**src/rtl/fetch_pkg.sv**
```systemverilog
// Shared fetch-stage types and constants: FSM state encoding, special instruction words,
// and the redirect-target legality check.
package fetch_pkg;

   typedef enum logic [1:0] {
      ST_RUN    = 2'd0,
      ST_HALTED = 2'd1,
      ST_FAULT  = 2'd2
   } fetch_state_e;

   localparam logic [31:0] HALT_WORD = 32'hFFFF_FFFF;
   localparam logic [31:0] NOP_WORD  = 32'h0000_0013;

   // A target is legal when it is word aligned and lies inside the addressable word range.
   function automatic logic redirect_legal(input logic [31:0] addr, input int unsigned addr_w);
      return (addr[1:0] == 2'b00) && ((addr >> (addr_w + 2)) == 32'd0);
   endfunction

endpackage

```
**src/rtl/fetch_unit_if.sv**
```systemverilog
// Fetch-stage bus: instruction-memory port, IF/ID valid/ready output and execute redirect.
// The master modport is the fetch side; the slave modport is memory/decode/execute.
interface fetch_unit_if #(
   parameter int ADDR_W = 8
);
   logic [ADDR_W-1:0] imem_pc;
   logic [31:0]       imem_instr;
   logic              out_valid;
   logic [ADDR_W-1:0] out_pc;
   logic [31:0]       out_instr;
   logic              id_ready;
   logic              redirect_valid;
   logic [31:0]       redirect_addr;

   modport master (
      output imem_pc, out_valid, out_pc, out_instr,
      input  imem_instr, id_ready, redirect_valid, redirect_addr
   );

   modport slave (
      input  imem_pc, out_valid, out_pc, out_instr,
      output imem_instr, id_ready, redirect_valid, redirect_addr
   );
endinterface

```
**src/rtl/if_id_reg.sv**
```systemverilog
// IF/ID output register, one-cycle latency; holds its entry while valid && !ready.
// Kill beats load, load beats drain; an empty register always shows NOP_WORD.
module if_id_reg
   import fetch_pkg::*;
#(
   parameter int ADDR_W = 8
) (
   input  logic              clk,
   input  logic              rst_n,
   input  logic              i_load,
   input  logic              i_kill,
   input  logic              i_ready,
   input  logic [ADDR_W-1:0] i_pc,
   input  logic [31:0]       i_instr,
   output logic              o_valid,
   output logic [ADDR_W-1:0] o_pc,
   output logic [31:0]       o_instr
);

   always_ff @(posedge clk or negedge rst_n) begin
      if (!rst_n) begin
         o_valid <= 1'b0;
         o_pc    <= '0;
         o_instr <= NOP_WORD;
      end else if (i_kill) begin
         o_valid <= 1'b0;
         o_instr <= NOP_WORD;
      end else if (i_load) begin
         o_valid <= 1'b1;
         o_pc    <= i_pc;
         o_instr <= i_instr;
      end else if (o_valid && i_ready) begin
         o_valid <= 1'b0;
         o_instr <= NOP_WORD;
      end
   end

endmodule

```
**src/rtl/fetch_unit.sv**
```systemverilog
// Instruction fetch: owns the PC, one-cycle fetch into the IF/ID register, stalls on !id_ready.
// Redirects kill the IF/ID entry; the halt word parks fetch; illegal targets fault until reset.
module fetch_unit
   import fetch_pkg::*;
#(
   parameter int                ADDR_W   = 8,
   parameter logic [ADDR_W-1:0] RESET_PC = '0
) (
   input  logic         clk,
   input  logic         rst_n,
   fetch_unit_if.master bus,
   output logic         halted,
   output logic         fault,
   output logic [31:0]  fetch_count
);

   localparam logic [1:0] S_RUN    = ST_RUN;
   localparam logic [1:0] S_HALTED = ST_HALTED;
   localparam logic [1:0] S_FAULT  = ST_FAULT;

   logic [1:0]        r_state;
   logic [ADDR_W-1:0] r_pc;
   logic [31:0]       r_count;

   logic w_redirect;
   logic w_legal;
   logic w_is_halt;
   logic w_can_load;
   logic w_kill;
   logic w_xfer;

   assign w_redirect = bus.redirect_valid && (r_state != S_FAULT);
   assign w_legal    = redirect_legal(bus.redirect_addr, ADDR_W);
   assign w_is_halt  = (bus.imem_instr == HALT_WORD);
   assign w_can_load = (r_state == S_RUN) && !bus.redirect_valid
                       && (!bus.out_valid || bus.id_ready);
   assign w_kill     = w_redirect || (r_state == S_FAULT);
   // A transfer coinciding with a redirect is wrong-path and is not counted.
   assign w_xfer     = bus.out_valid && bus.id_ready && !bus.redirect_valid;

   always_ff @(posedge clk or negedge rst_n) begin
      if (!rst_n) begin
         r_state <= S_RUN;
         r_pc    <= RESET_PC;
         r_count <= '0;
      end else begin
         if (w_redirect) begin
            if (w_legal) begin
               r_pc    <= bus.redirect_addr[ADDR_W+1:2];
               r_state <= S_RUN;
            end else begin
               r_state <= S_FAULT;
            end
         end else if (w_can_load) begin
            if (w_is_halt) r_state <= S_HALTED;
            else           r_pc    <= r_pc + 1'b1;
         end
         if (w_xfer) r_count <= r_count + 32'd1;
      end
   end

   if_id_reg #(
      .ADDR_W (ADDR_W)
   ) u_if_id (
      .clk     (clk),
      .rst_n   (rst_n),
      .i_load  (w_can_load && !w_is_halt),
      .i_kill  (w_kill),
      .i_ready (bus.id_ready),
      .i_pc    (r_pc),
      .i_instr (bus.imem_instr),
      .o_valid (bus.out_valid),
      .o_pc    (bus.out_pc),
      .o_instr (bus.out_instr)
   );

   assign bus.imem_pc = r_pc;
   assign halted      = (r_state == S_HALTED);
   assign fault       = (r_state == S_FAULT);
   assign fetch_count = r_count;

endmodule

```
**src/flat_wrapper.sv**
```systemverilog
// flat-port wrapper written by rule: the top's interface ports become plain ports
module fetch_unit_flat import fetch_pkg::*;
#(
   parameter int                ADDR_W   = 8,
   parameter logic [ADDR_W-1:0] RESET_PC = '0
)
  (clk, rst_n, halted, fault, fetch_count, bus_imem_pc, bus_out_valid, bus_out_pc, bus_out_instr, bus_imem_instr, bus_id_ready, bus_redirect_valid, bus_redirect_addr);
  fetch_unit_if #(.ADDR_W(ADDR_W)) bus_i ();
  input  logic clk;
  input  logic rst_n;
  output logic halted;
  output logic fault;
  output logic [31:0] fetch_count;
  output wire logic [$bits(bus_i.imem_pc)-1:0] bus_imem_pc;
  output wire logic [$bits(bus_i.out_valid)-1:0] bus_out_valid;
  output wire logic [$bits(bus_i.out_pc)-1:0] bus_out_pc;
  output wire logic [$bits(bus_i.out_instr)-1:0] bus_out_instr;
  input wire logic [$bits(bus_i.imem_instr)-1:0] bus_imem_instr;
  input wire logic [$bits(bus_i.id_ready)-1:0] bus_id_ready;
  input wire logic [$bits(bus_i.redirect_valid)-1:0] bus_redirect_valid;
  input wire logic [$bits(bus_i.redirect_addr)-1:0] bus_redirect_addr;
  assign bus_imem_pc = bus_i.imem_pc;
  assign bus_out_valid = bus_i.out_valid;
  assign bus_out_pc = bus_i.out_pc;
  assign bus_out_instr = bus_i.out_instr;
  assign bus_i.imem_instr = bus_imem_instr;
  assign bus_i.id_ready = bus_id_ready;
  assign bus_i.redirect_valid = bus_redirect_valid;
  assign bus_i.redirect_addr = bus_redirect_addr;
  fetch_unit #(.ADDR_W(ADDR_W), .RESET_PC(RESET_PC)) u_core (.clk(clk), .rst_n(rst_n), .bus(bus_i), .halted(halted), .fault(fault), .fetch_count(fetch_count));
endmodule
```
**config.mk**
```make
export PLATFORM = sky130hd
export DESIGN_NAME = fetch_unit_flat
export DESIGN_NICKNAME = d
export VERILOG_FILES = /design/src/rtl/fetch_pkg.sv /design/src/rtl/fetch_unit_if.sv /design/src/rtl/if_id_reg.sv /design/src/rtl/fetch_unit.sv /design/src/flat_wrapper.sv
export SDC_FILE = /design/constraint.sdc
export NUM_CORES = 1
export LEC_CHECK = 0
export CELL_PAD_IN_SITES_DETAIL_PLACEMENT = 0
export CELL_PAD_IN_SITES_GLOBAL_PLACEMENT = 1
export CORE_MARGIN = 2
export CORE_UTILIZATION = 32
export DETAILED_ROUTE_END_ITERATION = 10
export PLACE_DENSITY_LB_ADDON = 0.1
export SLEW_MARGIN = 30
export SYNTH_ARGS = -nofsm -noshare
export SYNTH_HDL_FRONTEND = slang
export SYNTH_SLANG_ARGS = --single-unit
```
**constraint.sdc**
```tcl
create_clock -name clk -period 2.4 [get_ports clk]
set_input_delay 0.36 -clock clk [delete_from_list [all_inputs] [get_ports clk]]
set_output_delay 0.36 -clock clk [all_outputs]
set_load 0.05 [all_outputs]
```
==> flow_summary.yaml <==
run_status:
  run_status: "completed"
cells_and_area:
  final_nets: 601
  drive_above_1_share_pct: 9.14
  fill_cells: 1098
  final_util_pct: 50.9
  areaGrowthSynthToFinish_pct: 55.8
  antenna_cells: 0
logic_synthesis:
  synth_most_common_cell: "dfrtp_1"
  syn-cell-area_mm2: 0.00373
  netlist_instances: 371
  synth_nets: 441
  ys_seq_area_share_pct: 55.7
  synth_common_cells: "dfrtp_1, nand2_1, o21ai_0"
  synth_edf_count: 0
  syn_avg_cell_area_um2: 10.1
  synth-main-ff-cell: "dfrtp_1"
  synth-async-reset-ratio_pct: 100
  yosysTopAreaCell: "dfrtp_1"
  yosysWarnings: 0
  synth_cell_types: 40
  synthTopCellsByArea: "dfrtp_1, nand2_1, xnor2_1"
  synth.top_cell.area_share_pct: 53.6
  ys_ff_latch: 83
timing:
  fin_crit_sh_pct: 86.9
  max_freq_mhz: 480
  final-hold-violation-count: 0
  finalSetupViolations: 0
  relSlewSlack_pct: 62.7
  period_needed_ns: 2.08
  worstMarginPinSlew_ns: 0.557
  slew_viol_final: 0
  fin_skew_ns: 0.00560
  rsz0062_at_grt: "false"
flow_run:
  cap_viol_max_count: 0
power:
  irDropWorstVdd_mv: 0.315
  p_leak_nw: 2.43
  seqPwrFrac_pct: 46.1
  report.power.total_mw: 3.14
  p_per_area_mw_per_mm2: 539
  power.switching_uw: 735
  clkPwrFrac_pct: 43.3
  p_int_mw: 2.40
  swShare_pct: 23.4
  power_frac_comb_pct: 10.6
clock_tree:
  cts_resized: 0
  post_cts_buffers: 0
  clk_pin_slew_ns: 0.06
  cts_buffers: 9
  cts_hold_buf: 1
  cts.sinks: 83
  htree_levels: 3
  clkLatencyLatePin_ns: 0.34
  root_buffer: "clkbuf_16"
  cts_tree: "built"
  clock_path_buffers: 2
placed_design:
  place_hpwl_mm: 7.48
  place.port_buffers: 150
  place_congestion: 0.783
setup_path:
  path_max_fanout: 4
  start_kind: "flop"
  crit_path_end_kind: "primary output"
  crit_arrival_ns: 1.72
  critPathRequiredTime_ns: 2.04
  crit_type: "reg2out"
floorplanning:
  core_mm2: 0.0114
  io_pins: 151
  die_area_mm2: 0.0125
  fp.dieW_um: 112
  die_h_um: 112
  rows: 39
  initial_utilization_pct: 32.7
global_routing:
  grt_pass1_wl_mm: 16.6
  antenna_found_initial: 0
  grt_max_degree: 50
  grt_pass1_vias: 3298
  grt.overflow.total: 0
  grtUsageTotal_pct: 16.7
detailed_routing:
  drc: 0
  drt_pre_antenna_iters: 4
  vias_per_cell: 4.91
  routedWlPerCell_um: 14.9
  drt_iter0_drc: 182
  drt_wl_total_mm: 10.1
  ant_nets: 0
  vias: 3331
worst_hold_path:
  hp-class: "reg2reg"
==> cell usage in the layout (no fill, tap or decap), drive strengths merged, types with 3 or more instances in the layout <==
master and count:
clkdlybuf4s50 148, dfrtp 80, nand2 77, o21ai 31, xnor2 24, nor2 21
nand4 19, buf 17, nand3 15, clkbuf 15, nor4 10, mux2 8
a31oi 8, xor2 7, inv 6, a21oi 6, nor3 5, and3 5
nor2b 4, and4 3, o2bb2a 3, dfstp 3
==> per-stage QoR <==
step	hold WS (ns)	cells	worst slack [ns]	setup TNS (ns)	area (µm²)
CTS	0.471	679	0.293	0	5820
finish	0.464	679	0.315	0	5820
global route	0.494	679	0.223	0	5820
global placement	0.358	662	0.0314	0	5510
detailed placement	0.361	662	-0.00928	-0.00928	5510
floorplan	0.0644	371	0.164	0	3730
==> cell type report <==
class                   count  area [µm²]  area share (%)
repair buffers            166        1670            28.7
inverters                   6        22.5           0.387
flip-flops and latches     83        2080            35.8
well taps                 143         179            3.08
clock buffers              15         288            4.95
multi-input cells         265        1570            27.0
clock inverters             1        5.00          0.0860
==> routing by layer <==
| layer | vias up | GRT usage, % | wire (µm) |
|---|---|---|---|
| met5 | - | 0 | 0 |
| met3 | 13 | 5.12 | 702 |
| met2 | 119 | 26.9 | 4800 |
| met1 | 1581 | 21.0 | 4400 |
| li1 | 1618 | - | - |
| met4 | 0 | 7.15 | 233 |
==> state kept, by name, indices dropped and copies added (netlist names) <==
register / flops
u_core.fetch_count: 32
u_core.u_if_id.o_valid: 1
u_core.u_if_id.o_instr: 32
u_core.bus.imem_pc: 8
u_core.u_if_id.o_pc: 8
u_core.r_state: 2
==> power by group through the flow <==
stage	clock [mW]	combinational [mW]	sequential (mW)
2_1_floorplan	0	0.0409	1.55
3_3_place_gp	0	0.333	1.47
3_5_place_dp	0	0.335	1.47
4_1_cts	1.41	0.338	1.45
5_1_grt	1.47	0.356	1.45
6_report	1.36	0.333	1.45
==> cells by family after synthesis <==
logic type               synth area share [%]
multiplexers                             2.68
flip-flops                               55.7
XOR/XNOR                                 7.27
AND/OR/NAND/NOR                          21.7
adder cells (fa/ha/maj)                 0.670
buffers and inverters                    2.55
AO/OA/AOI/OAI                            9.42
==> worst paths after layout <==
path | start | endpoint | slack, ns | cells past startpoint
max in group asynchronous | rst_n | u_core.bus.imem_pc[5]$_DFFE_PN0P_ | 1.24 | 3
worst max register to register | u_core.r_state[1]$_DFFE_PN0P_ | u_core.bus.imem_pc[6]$_DFFE_PN0P_ | 0.57 | 5
worst min-delay path | u_core.fetch_count[31]$_DFFE_PN0P_ | u_core.fetch_count[31]$_DFFE_PN0P_ | 0.46 | 1
worst max-delay path | u_core.r_state[0]$_DFFE_PN0P_ | halted | 0.32 | 2
min in group asynchronous | rst_n | u_core.u_if_id.o_instr[22]$_DFFE_PN0P_ | 0.53 | 2
worst min register to register | u_core.fetch_count[31]$_DFFE_PN0P_ | u_core.fetch_count[31]$_DFFE_PN0P_ | 0.46 | 1
==> critical path, cell delays in order (launching register included) <==
cell and delay, ns:
dfrtp_1 0.39, nor2b_1 0.16, clkdlybuf4s50_1 0.84
Power figures use the tool's default switching activity.
